**src/rtl/hazard_pkg.sv**
```systemverilog
// Shared definitions for the pipeline hazard controller: controller state
// encodings and register-address constants.
package hazard_pkg;

    localparam int REG_ADDR_W = 5;
    localparam logic [REG_ADDR_W-1:0] REG_X0 = '0;

    typedef enum logic [1:0] {
        ST_DRAIN    = 2'd0,
        ST_RUN      = 2'd1,
        ST_MEM_WAIT = 2'd2,
        ST_HALT     = 2'd3
    } ctrl_state_t;

endpackage

```
**src/rtl/load_use_detect.sv**
```systemverilog
// Load-use hazard detector: flags when the instruction in ID reads a register
// that the load currently in EX is about to write.
module load_use_detect
    import hazard_pkg::*;
(
    input  logic [REG_ADDR_W-1:0] rs1,
    input  logic [REG_ADDR_W-1:0] rs2,
    input  logic [REG_ADDR_W-1:0] rd,
    input  logic                  mem_read,
    output logic                  load_use
);

    // x0 is never really written, so a load targeting it cannot create a hazard
    assign load_use = mem_read && (rd != REG_X0) && ((rd == rs1) || (rd == rs2));

endmodule

```
**src/rtl/pipeline_hazard_ctrl.sv**
```systemverilog
// Central stall/flush sequencer for the 5-stage pipeline. Drains the pipe
// after reset, inserts load-use bubbles, flushes on taken branches and
// freezes on multi-cycle data-memory accesses (halting on timeout).
// Optional macro HAZ_PERF_EN adds the Stall_Cycles / Flush_Count counters.
module pipeline_hazard_ctrl
    import hazard_pkg::*;
#(
    parameter int DRAIN_CYCLES = 4,
    parameter int MEM_TIMEOUT  = 255,
    parameter int CNT_W        = 32
) (
    input  logic                  clk,
    input  logic                  reset,
    input  logic [REG_ADDR_W-1:0] IF_ID_RS1,
    input  logic [REG_ADDR_W-1:0] IF_ID_RS2,
    input  logic [REG_ADDR_W-1:0] ID_EX_RD,
    input  logic                  ID_EX_MemRead,
    input  logic                  Branch_Taken,
    input  logic                  EX_MEM_MemAccess,
    input  logic                  Mem_Ready,
    output logic                  PC_Write,
    output logic                  IF_ID_Write,
    output logic                  IF_ID_Flush,
    output logic                  ID_EX_Flush,
    output logic                  EX_MEM_Write,
    output logic                  MEM_WB_Bubble,
    output logic                  Mem_Timeout,
    output logic [1:0]            Ctrl_State
`ifdef HAZ_PERF_EN
    ,
    output logic [CNT_W-1:0]      Stall_Cycles,
    output logic [CNT_W-1:0]      Flush_Count
`endif
);

    localparam int DRAIN_W = $clog2(DRAIN_CYCLES + 1);
    localparam int WAIT_W  = (MEM_TIMEOUT > 0) ? $clog2(MEM_TIMEOUT + 1) : 1;
    localparam logic [DRAIN_W-1:0] DRAIN_LAST = DRAIN_W'(DRAIN_CYCLES - 1);
    localparam logic [WAIT_W-1:0]  WAIT_LIMIT = WAIT_W'(MEM_TIMEOUT);
    localparam logic [WAIT_W-1:0]  WAIT_MAX   = '1;

    ctrl_state_t        state_q, state_nx;
    logic [DRAIN_W-1:0] drain_cnt;
    logic [WAIT_W-1:0]  wait_cnt;
    logic               timeout_q;
    logic               load_use;
    logic               mem_stall;
    logic               act;    // branch / load-use decode is live this cycle

    assign mem_stall   = EX_MEM_MemAccess && !Mem_Ready;
    assign Ctrl_State  = state_q;
    assign Mem_Timeout = timeout_q;

    load_use_detect u_load_use (
        .rs1      (IF_ID_RS1),
        .rs2      (IF_ID_RS2),
        .rd       (ID_EX_RD),
        .mem_read (ID_EX_MemRead),
        .load_use (load_use)
    );

    // next state and stage-register controls; default is a full freeze
    always_comb begin
        state_nx      = state_q;
        act           = 1'b0;
        PC_Write      = 1'b0;
        IF_ID_Write   = 1'b0;
        IF_ID_Flush   = 1'b0;
        ID_EX_Flush   = 1'b0;
        EX_MEM_Write  = 1'b0;
        MEM_WB_Bubble = 1'b1;
        case (state_q)
            ST_DRAIN: begin
                IF_ID_Flush  = 1'b1;
                ID_EX_Flush  = 1'b1;
                EX_MEM_Write = 1'b1;
                if (drain_cnt == DRAIN_LAST) state_nx = ST_RUN;
            end
            ST_RUN: begin
                if (mem_stall) state_nx = ST_MEM_WAIT;
                else           act      = 1'b1;
            end
            ST_MEM_WAIT: begin
                if (!Mem_Ready) begin
                    if ((MEM_TIMEOUT != 0) && (wait_cnt == WAIT_LIMIT)) state_nx = ST_HALT;
                end else begin
                    // release cycle: the branch/load held during the freeze now acts
                    act      = 1'b1;
                    state_nx = ST_RUN;
                end
            end
            default: ;  // HALT stays frozen until reset
        endcase
        if (act) begin
            PC_Write      = 1'b1;
            IF_ID_Write   = 1'b1;
            EX_MEM_Write  = 1'b1;
            MEM_WB_Bubble = 1'b0;
            // a taken branch squashes the dependent instruction, so it wins over load-use
            if (Branch_Taken) begin
                IF_ID_Flush = 1'b1;
                ID_EX_Flush = 1'b1;
            end else if (load_use) begin
                PC_Write    = 1'b0;
                IF_ID_Write = 1'b0;
                ID_EX_Flush = 1'b1;
            end
        end
    end

    // state register, drain/wait counters and sticky timeout flag
    always_ff @(posedge clk or posedge reset) begin
        if (reset) begin
            state_q   <= ST_DRAIN;
            drain_cnt <= '0;
            wait_cnt  <= '0;
            timeout_q <= 1'b0;
        end else begin
            state_q <= state_nx;
            if (state_q == ST_DRAIN) drain_cnt <= drain_cnt + 1'b1;
            case (state_q)
                ST_RUN:      if (mem_stall) wait_cnt <= WAIT_W'(1);
                ST_MEM_WAIT: begin
                    if (Mem_Ready)                  wait_cnt <= '0;
                    else if (wait_cnt != WAIT_MAX)  wait_cnt <= wait_cnt + 1'b1;
                end
                default: ;
            endcase
            if (state_nx == ST_HALT) timeout_q <= 1'b1;
        end
    end

`ifdef HAZ_PERF_EN
    // free-running perf counters, wrap at 2^CNT_W
    always_ff @(posedge clk or posedge reset) begin
        if (reset) begin
            Stall_Cycles <= '0;
            Flush_Count  <= '0;
        end else begin
            if (((state_q == ST_RUN) || (state_q == ST_MEM_WAIT)) && !PC_Write)
                Stall_Cycles <= Stall_Cycles + 1'b1;
            if (act && Branch_Taken)
                Flush_Count <= Flush_Count + 1'b1;
        end
    end
`else
    localparam int unused_cnt_w = CNT_W;
`endif

endmodule

```
**config.mk**
```make
export PLATFORM = sky130hd
export DESIGN_NAME = pipeline_hazard_ctrl
export DESIGN_NICKNAME = d
export VERILOG_FILES = /design/src/rtl/hazard_pkg.sv /design/src/rtl/load_use_detect.sv /design/src/rtl/pipeline_hazard_ctrl.sv
export SDC_FILE = /design/constraint.sdc
export NUM_CORES = 1
export LEC_CHECK = 0
export ABC_AREA = 1
export BUFFER_PORTS_ARGS = -buffer_cell sky130_fd_sc_hd__buf_2
export CAP_MARGIN = 20
export CORE_AREA = 2 2 48 50
export CTS_BUF_LIST = sky130_fd_sc_hd__clkbuf_8
export DETAILED_ROUTE_END_ITERATION = 8
export DIE_AREA = 0 0 50 52
export GPL_TIMING_DRIVEN = 1
export HOLD_SLACK_MARGIN = 0.08
export PLACE_DENSITY = 0.86
export SLEW_MARGIN = 30
export SYNTH_ARGS = -nofsm -noshare
export SYNTH_HDL_FRONTEND = slang
export SYNTH_SLANG_ARGS = --single-unit
```
**constraint.sdc**
```tcl
create_clock -name clk -period 2.8 [get_ports clk]
set_clock_uncertainty 0.15 [all_clocks]
set_input_delay 0.14 -clock clk [delete_from_list [all_inputs] [get_ports clk]]
set_output_delay 0.14 -clock clk [all_outputs]
set_load 0.005 [all_outputs]
```
# After elaboration in Yosys (flattened, before gate mapping)
# Cells that the tools add are included.
# word_totals
register_bits,14
input_bits,21
out_inout_bits,9
word_cells,48
# classes
addsub,2
eq_ne,10
n_mux,23
reduce_logical,9
# op_table
op,n
8-bit 2-to-1 mux,3
8-bit one-hot mux with 2 select lines,1
1-bit 2-to-1 mux,13
5-bit equality test,2
8-bit by 1-bit adder with 8-bit output (second input constant),1
8-bit equality test (second input constant),1
2-bit 2-to-1 mux,4
8-bit != test (second input constant),1
2-bit one-hot mux with 3 select lines,1
5-bit nonzero test,1
2-bit equality test (second input constant),2
3-bit by 1-bit adder with 3-bit output (second input constant),1
3-bit by 2-bit equality test with 1-bit output (second input constant),1
1-bit logical AND,3
3-bit != test (second input constant),1
3-bit AND reduction,1
2-bit by 1-bit equality test with 1-bit output (second input constant),1
2-bit logical NOT,1
2-bit != test (second input constant),1
1-bit one-hot mux with 2 select lines,1
2-bit nonzero test,1
1-bit logical NOT,1
1-bit logical OR,1

# Depth between registers and ports, before layout
# Gate-level depths: netlist of the first run.
# depth
depth_word,6
ltp_mapped,10
ltp_nobuf,10

# Cells and area by module
# A second synthesis of the first run with hierarchy kept.
# hier_totals
cells_unflattened,174
area_unflattened_um2,1142.3
# modules_own_cells
mod,instances,cells_per_inst,area_each_um2,seq_area_each_um2
pipeline_hazard_ctrl,1,129,947.2,350.3
load_use_detect,1,45,195.2,0.0

# Worst setup path before layout of the first run
# Ideal clock, no wire load.
# synth_path
path_kind,reg2reg
start,reg state_q[0] (netlist: Ctrl_State[0])
end,reg wait_cnt[2]
setup_time_ns,0.119
t_arrival_ns,1.368
required_ns,2.531
path_slack_ns,1.163
path_stages_with_launch,9
path_buffers,1
period_less_slack_ns,1.637
path_cell_list,dfrtp_1 inv_1 ha_1 inv_2 o21ai_2 nand2_4 buf_6 a21oi_2 a21oi_2
# synth_via
elab_chain_len,3
word_cells_on_any_way,7
classes_between,eq/ne (4); mux (1); reduce/logical (2)
# synth_lines
item,line,text
"start, declared",pipeline_hazard_ctrl.sv:42,"ctrl_state_t state_q, state_nx;"
"start signal, assigned",pipeline_hazard_ctrl.sv:119,state_q <= state_nx;
2-bit equality test or 2-bit by 1-bit equality test with 1-bit output (tied branches),pipeline_hazard_ctrl.sv:121,case (state_q)
3-bit != test (no line) (tied with other cells),n/a,
3-bit AND reduction (no line),n/a,
"end signal, assigned",pipeline_hazard_ctrl.sv:125,else if (wait_cnt != WAIT_MAX) wait_cnt <= wait_cnt + 1'b1;
"end, declared",pipeline_hazard_ctrl.sv:44,logic [WAIT_W-1:0] wait_cnt;
# Several ways; a longest one is shown, not always the timed one.
# A chain may end at the register's enable or synchronous reset.

# Worst setup path in the final report of the first run
# layout_path
start,reg state_q[0] (netlist: Ctrl_State[0])
end,out ID_EX_Flush
# layout_via
elab_chain_len,5
word_cells_on_any_way,8
classes_between,eq/ne (2); mux (5); reduce/logical (1)
# layout_lines
item,line,text
2-bit logical NOT,pipeline_hazard_ctrl.sv:72,case (state_q)
1-bit 2-to-1 mux,pipeline_hazard_ctrl.sv:72,
1-bit 2-to-1 mux,pipeline_hazard_ctrl.sv:103,end else if (load_use) begin
1-bit 2-to-1 mux,pipeline_hazard_ctrl.sv:100,if (Branch_Taken) begin
1-bit 2-to-1 mux (*),pipeline_hazard_ctrl.sv:94,if (act) begin
"end, declared",pipeline_hazard_ctrl.sv:24,"output logic ID_EX_Flush,"
# Mark *: on every way between the ends. The rest lies on a longest branch, timed or not.

==> impl_metrics.tcl, run 1 <==
set metrics [dict create \
    status "complete, no violations" \
    area_delta_synth_final_pct 19.0 \
    syn-cell-area_um2 1170 \
    ys.warnings.count 0 \
    vias 1162 \
    core_region_area_um2 2110 \
    ys_seq_area_frac 0.298 \
    synth_cell_types 26 \
    ant_nets 0 \
    rsz0062_at_grt "no" \
    root_buffer "clkbuf_8" \
    required_ns 2.51 \
    die_y_um 52 \
    num_rows 17 \
    netlist_top_cells_area "dfrtp_1 30%, nand2_1 20%, inv_1 10%" \
    min_from "EX_MEM_MemAccess" \
    routedWlPerCell_um 9.73 \
    clk_latency_ns 0.24 \
    ctsResizeCount 0 \
    drive_above_1_share 0.211 \
    critPathSlowestCell "dfrtp_1" \
    relSlewSlack 0.644 \
    post-route-min-period_ns 2.05 \
    fmax_mhz 487 \
    setup_viol 0 \
    clk_pin_slew_worst_paths_ns 0.05 \
    hold_path.class "primary input to register" \
    cpLargestDelayFamily "simple AND/OR/NAND/NOR gates" \
    r2r-start "Ctrl_State[0]" \
    arrival_ns 1.76 \
    start_kind "register" \
    synthArstFlopShare 1.00 \
    fin_cells 241 \
    power.leakage_nw 0.820 \
    synth_top_area_cell "dfrtp_1" \
    synth_top_area_frac 0.298 \
    syn_area_per_cell_um2 6.49 \
    cts.sinks 14 \
    grt_start_max_net_pins 15 \
    timing.final.crit_share 0.733 \
    ys.flop_type "dfrtp_1" \
    layout_common_cells "64 x nand2_1, 32 x inv_1, 29 x buf_2" \
    worstSetupEndpointType "output port" \
    drv_cap 0 \
    grt_pass1_wl_um 4200 \
    antenna_found_initial 0 \
    grt_pass1_vias 1051 \
    place_inst 236 \
    hold_violations 0 \
    startpoint "Ctrl_State[0]" \
    cts_buffer_depth 2 \
    wl_um 2340 \
    io_pins 30 \
    cts_tree "done" \
    slew_violations 0 \
    numCtsBuffers 3 \
    post-cts-setup-buffer-count 0 \
    grt_overflow_total 0 \
    num_antenna_cells 0 \
    hpwlAfterDp_um 1930 \
    start_util 0.558 \
    tns_ns 0 \
    drc 0 \
    critPathMaxFanout 7 \
    synth.net_count 209 \
    path_cells "inv_1 -> ha_1 -> nand2_1 -> nand2_1 -> nand2_1 -> nand2_1 -> o21ai_0 -> nand2_1 -> buf_2" \
    worst-path-buf-inv 2 \
    numPortBuffers 29 \
    final_nets 243 \
    first_iter_violations 25 \
    fp.dieW_um 50 \
    syn_inst 181 \
    dr.pass1.iters 4 \
    crit_path_frequent_cell "nand2_1" \
    tightest_slew_ns 0.534 \
    slowest_delay_ns 0.41 \
    dieArea_um2 2600 \
    final_common_cell "nand2_1" \
    synth_seq_cells 14 \
    cts_max_level 1 \
    synth-edff-count 0 \
    p_per_area_nw_per_um2 621 \
    gp_congestion 0.904 \
    vdd_ir_drop_max_uv 555 \
    grtUsageTotal 0.207 \
    via_per_inst 4.82 \
    worstSetupPathType "register to output port" \
]
## final cells by class
type,count,area [um2]
fill,183,708
multi-input combinational,129,671
sequential,14,350
timing repair buffer,31,165
inverter,36,135
clock buffer,3,41.3
tap,28,35.0
## sequential cells by signal (all words and copies together) (netlist names)
signal / count
Ctrl_State: 2
Mem_Timeout: 1
wait_cnt: 8
drain_cnt: 3
## metal layers
layer | share of wire | wire, um | GRT usage | up-vias
met3 | 0.026 | 61 | 0.0259 | 2
met5 | 0 | 0 | 0 | -
met2 | 0.50 | 1160 | 0.371 | 14
li1 | - | - | - | 618
met1 | 0.47 | 1110 | 0.262 | 528
met4 | 0.0038 | 9 | 0.0556 | 0
## repair_timing
item | CTS | global route
endpoints found under the hold margin | 15 | 0
hold buffers | 2 | 0
setup endpoints to repair | 0 | 0
## where the power goes
part	switching (mW)	internal, mW	leakage (nW)
sequential	0.0386	0.252	0.180
clock	0.0633	0.0948	0.0216
combinational	0.249	0.171	0.618
## cell families (layout without fill, tap and decap cells)
| family | count (synthesis) | after routing | synth area share |
|---|---|---|---|
| AND/OR/NAND/NOR | 101 | 101 | 0.378 |
| buffers and inverters | 38 | 70 | 0.131 |
| AO/OA/AOI/OAI | 17 | 17 | 0.0884 |
| flip-flops | 14 | 14 | 0.298 |
| adder cells (fa/ha/maj) | 7 | 7 | 0.0745 |
| XOR/XNOR | 4 | 4 | 0.0298 |
## worst min-delay path, stage by stage
cell	delay, ns
buf_2	0.09
nand3_1	0.10
nand2_1	0.08
nand2_1	0.04
nand2_1	0.07
## path summary, 6_finish.rpt
| kind | end | slack, ns | depth (start not counted) |
|---|---|---|---|
| setup / recovery | ID_EX_Flush | 0.75 | 9 |
| hold / removal | Ctrl_State[1] | 0.17 | 5 |
| setup reg to reg | wait_cnt[3] | 0.98 | 9 |
| hold reg to reg | drain_cnt[0] | 0.32 | 1 |
| max in group asynchronous | wait_cnt[3] | 1.81 | 3 |
| min in group asynchronous | wait_cnt[6] | 0.34 | 3 |
## metrics by stage
| stage | total power, mW | hold WS, ns | util | cell area (um2) | worst slack (ns) |
|---|---|---|---|---|---|
| 4_1_cts | 0.874 | 0.173 | 0.664 | 1400 | 0.746 |
| 3_5_place_dp | 0.710 | 0.0565 | 0.635 | 1340 | 0.989 |
| 3_3_place_gp | 0.705 | 0.0516 | 0.635 | 1340 | 1.05 |
| 5_1_grt | 0.948 | 0.238 | 0.664 | 1400 | 0.565 |
| 2_1_floorplan | 0.593 | -0.121 | - | 1170 | 1.16 |
| 6_report | 0.869 | 0.173 | 0.664 | 1400 | 0.747 |
## cells in the mapped netlist (2+ instances only)
cell type  number
o21ai_1         7
dfrtp_1        14
inv_2           4
ha_1            7
nand3_1         9
nand2_2         2
xnor2_1         3
nor2_1         15
o21ai_0         4
inv_1          32
nand2_1        64
a21oi_2         2
nand4_1         5
(Power assumes the default switching activity.)
==> run 2, diff against run 1 <==
--- a/config.mk
+++ b/config.mk
@@ -8,13 +8,13 @@
 export ABC_AREA = 1
 export BUFFER_PORTS_ARGS = -buffer_cell sky130_fd_sc_hd__buf_2
 export CAP_MARGIN = 20
-export CORE_AREA = 2 2 48 50
+export CORE_AREA = 2 2 52 54
 export CTS_BUF_LIST = sky130_fd_sc_hd__clkbuf_8
 export DETAILED_ROUTE_END_ITERATION = 8
-export DIE_AREA = 0 0 50 52
+export DIE_AREA = 0 0 54 56
 export GPL_TIMING_DRIVEN = 1
 export HOLD_SLACK_MARGIN = 0.08
-export PLACE_DENSITY = 0.86
+export PLACE_DENSITY = 0.77
 export SLEW_MARGIN = 30
 export SYNTH_ARGS = -nofsm -noshare
 export SYNTH_HDL_FRONTEND = slang
==> constraint.sdc (replaced) <==
create_clock -name clk -period 1.75 [get_ports clk]
set_clock_uncertainty 0.15 [all_clocks]
set_input_delay 0.0875 -clock clk [delete_from_list [all_inputs] [get_ports clk]]
set_output_delay 0.0875 -clock clk [all_outputs]
set_load 0.005 [all_outputs]
==> run 2 against run 1 <==
- the flow now finishes with violations (negative setup slack)
- combinational power rose to 2.7 times the previous value
- register-to-register slack got worse by 0.99 ns
- first-iteration DRC count rose by 72%
- worst setup slack got worse by 0.76 ns
- largest power group unchanged
- highest routed layer unchanged
==> impl_metrics.tcl, run 2 (same netlist as run 1, synthesis figures left out) <==
set metrics [dict create \
    relSlewSlack 0.628 \
    num_rows 18 \
    numCtsBuffers 3 \
    p_comb_frac 0.584 \
    grtUsageTotal 0.214 \
    status "complete, but fails checks" \
    grt_pass1_vias 1126 \
    antenna_found_initial 0 \
    die_y_um 56 \
    clk_latency_ns 0.25 \
    area_delta_synth_final_pct 41.4 \
    setup_ws_ns -0.00841 \
    grt_pass1_wl_um 4830 \
    slew_violations 0 \
    seqPwrFrac 0.248 \
    root_buffer "clkbuf_8" \
    gp_congestion 0.873 \
    power.leakage_nw 0.936 \
    arrival_ns 1.75 \
    cts.sinks 14 \
    fp.dieW_um 54 \
    first_iter_violations 43 \
    required_ns 1.74 \
    cts_max_level 1 \
    placed_area_um2 1360 \
    fillers 194 \
    hold_path.class "primary input to register" \
    final_nets 258 \
    timing.final.crit_share 1.00 \
    grt_overflow_total 0 \
    tightest_slew_ns 0.557 \
    design_area_um2 1660 \
    via_per_inst 4.90 \
    worstSetupPathType "register to register" \
    final_common_cell "nand2_1" \
    drv_cap 0 \
    num_antenna_cells 0 \
    vias 1269 \
    p_per_area_nw_per_um2 1150 \
    ant_nets 0 \
    worstSetupEndpointType "register" \
    post-route-min-period_ns 1.76 \
    clk_pin_slew_worst_paths_ns 0.06 \
    core_region_area_um2 2430 \
    hpwlAfterDp_um 1960 \
    violations "negative setup slack" \
    largest_reg_flops 8 \
    io_pins 30 \
    routedWlPerCell_um 12.7 \
    cts_tree "done" \
    start_kind "register" \
    start_util 0.483 \
    top_register "wait_cnt" \
    setup_viol 1 \
    layout_common_cells "59 x nand2_1, 29 x inv_1, 28 x buf_2" \
    grt_start_max_net_pins 15 \
    final_core_util 0.683 \
    switching_share 0.414 \
    drc 0 \
    p_int_mw 1.12 \
    switchingPower_mw 0.790 \
    critPathMaxFanout 4 \
    place_ws_ns 0.0192 \
    rsz0062_at_grt "yes" \
    drive_above_1_share 0.328 \
    numPortBuffers 29 \
    vdd_ir_drop_max_uv 1000 \
    cts_buffer_depth 2 \
    p_clk_frac 0.168 \
    dr.pass1.iters 4 \
    fmax_mhz 569 \
    wl_um 3300 \
    dieArea_um2 3020 \
    hold_violations 0 \
]
[run 2: final timing paths]
kind | from | end | slack [ns] | cells past startpoint
worst max-delay path | Ctrl_State[0] | wait_cnt[2] | -0.008 | 9
worst min-delay path | EX_MEM_MemAccess | Ctrl_State[1] | 0.16 | 5
worst max register to register | Ctrl_State[0] | wait_cnt[2] | -0.008 | 9
worst min register to register | Mem_Timeout | Mem_Timeout | 0.32 | 2
max in group asynchronous | reset | Ctrl_State[1] | 0.77 | 3
min in group asynchronous | reset | wait_cnt[0] | 0.28 | 3
[run 2: layer usage]
layer  up-vias  global-route usage  part of all wire
met5         -                   0                 0
met4         0              0.0643             0.015
met3         7              0.0484             0.040
met2        33               0.361              0.56
met1       574               0.264              0.39
li1        655                   -                 -
[run 2: what timing repair did]
action,CTS,global route
setup endpoints to repair,5,10
setup buffers,3,9
hold endpoints to repair,18,0
resized for setup,10,21
hold buffers,2,0
cloned,0,1
pin swaps,0,9
[run 2: layout make-up]
type / count / area [um2] / area share
sequential: 14 / 352 / 0.212
timing repair buffer: 45 / 288 / 0.173
multi-input combinational: 130 / 785 / 0.472
tap: 30 / 37.5 / 0.0226
clock buffer: 4 / 55.1 / 0.0331
inverter: 36 / 145 / 0.0873
[run 2: power groups by stage]
stage | clock network, mW | logic (mW) | registers, mW
after CTS | 0.331 | 0.800 | 0.459
after global routing | 0.347 | 1.23 | 0.482
after floorplan | 0 | 0.490 | 0.458
final | 0.320 | 1.12 | 0.474
after detailed placement | 0 | 0.713 | 0.461
after global placement | 0 | 0.711 | 0.461
[run 2: stage by stage]
| step | TNS [ns] | std cells | hold WS, ns | total power, mW |
|---|---|---|---|---|
| after detailed placement | 0 | 241 | 0.00785 | 1.17 |
| after floorplan | 0 | 181 | -0.173 | 0.948 |
| final | -0.00841 | 259 | 0.160 | 1.91 |
| after global routing | -0.645 | 259 | 0.224 | 2.06 |
| after global placement | 0 | 241 | 0.00223 | 1.17 |
| after CTS | 0 | 250 | 0.107 | 1.59 |
[run 2: critical path, stage by stage, from the launching register on]
cell and delay, ns:
dfrtp_1 0.43, inv_2 0.15, ha_4 0.15, buf_4 0.13, inv_2 0.05, o21ai_4 0.20, buf_4 0.16, nand2_4 0.06
a21oi_2 0.13, a21oi_2 0.05
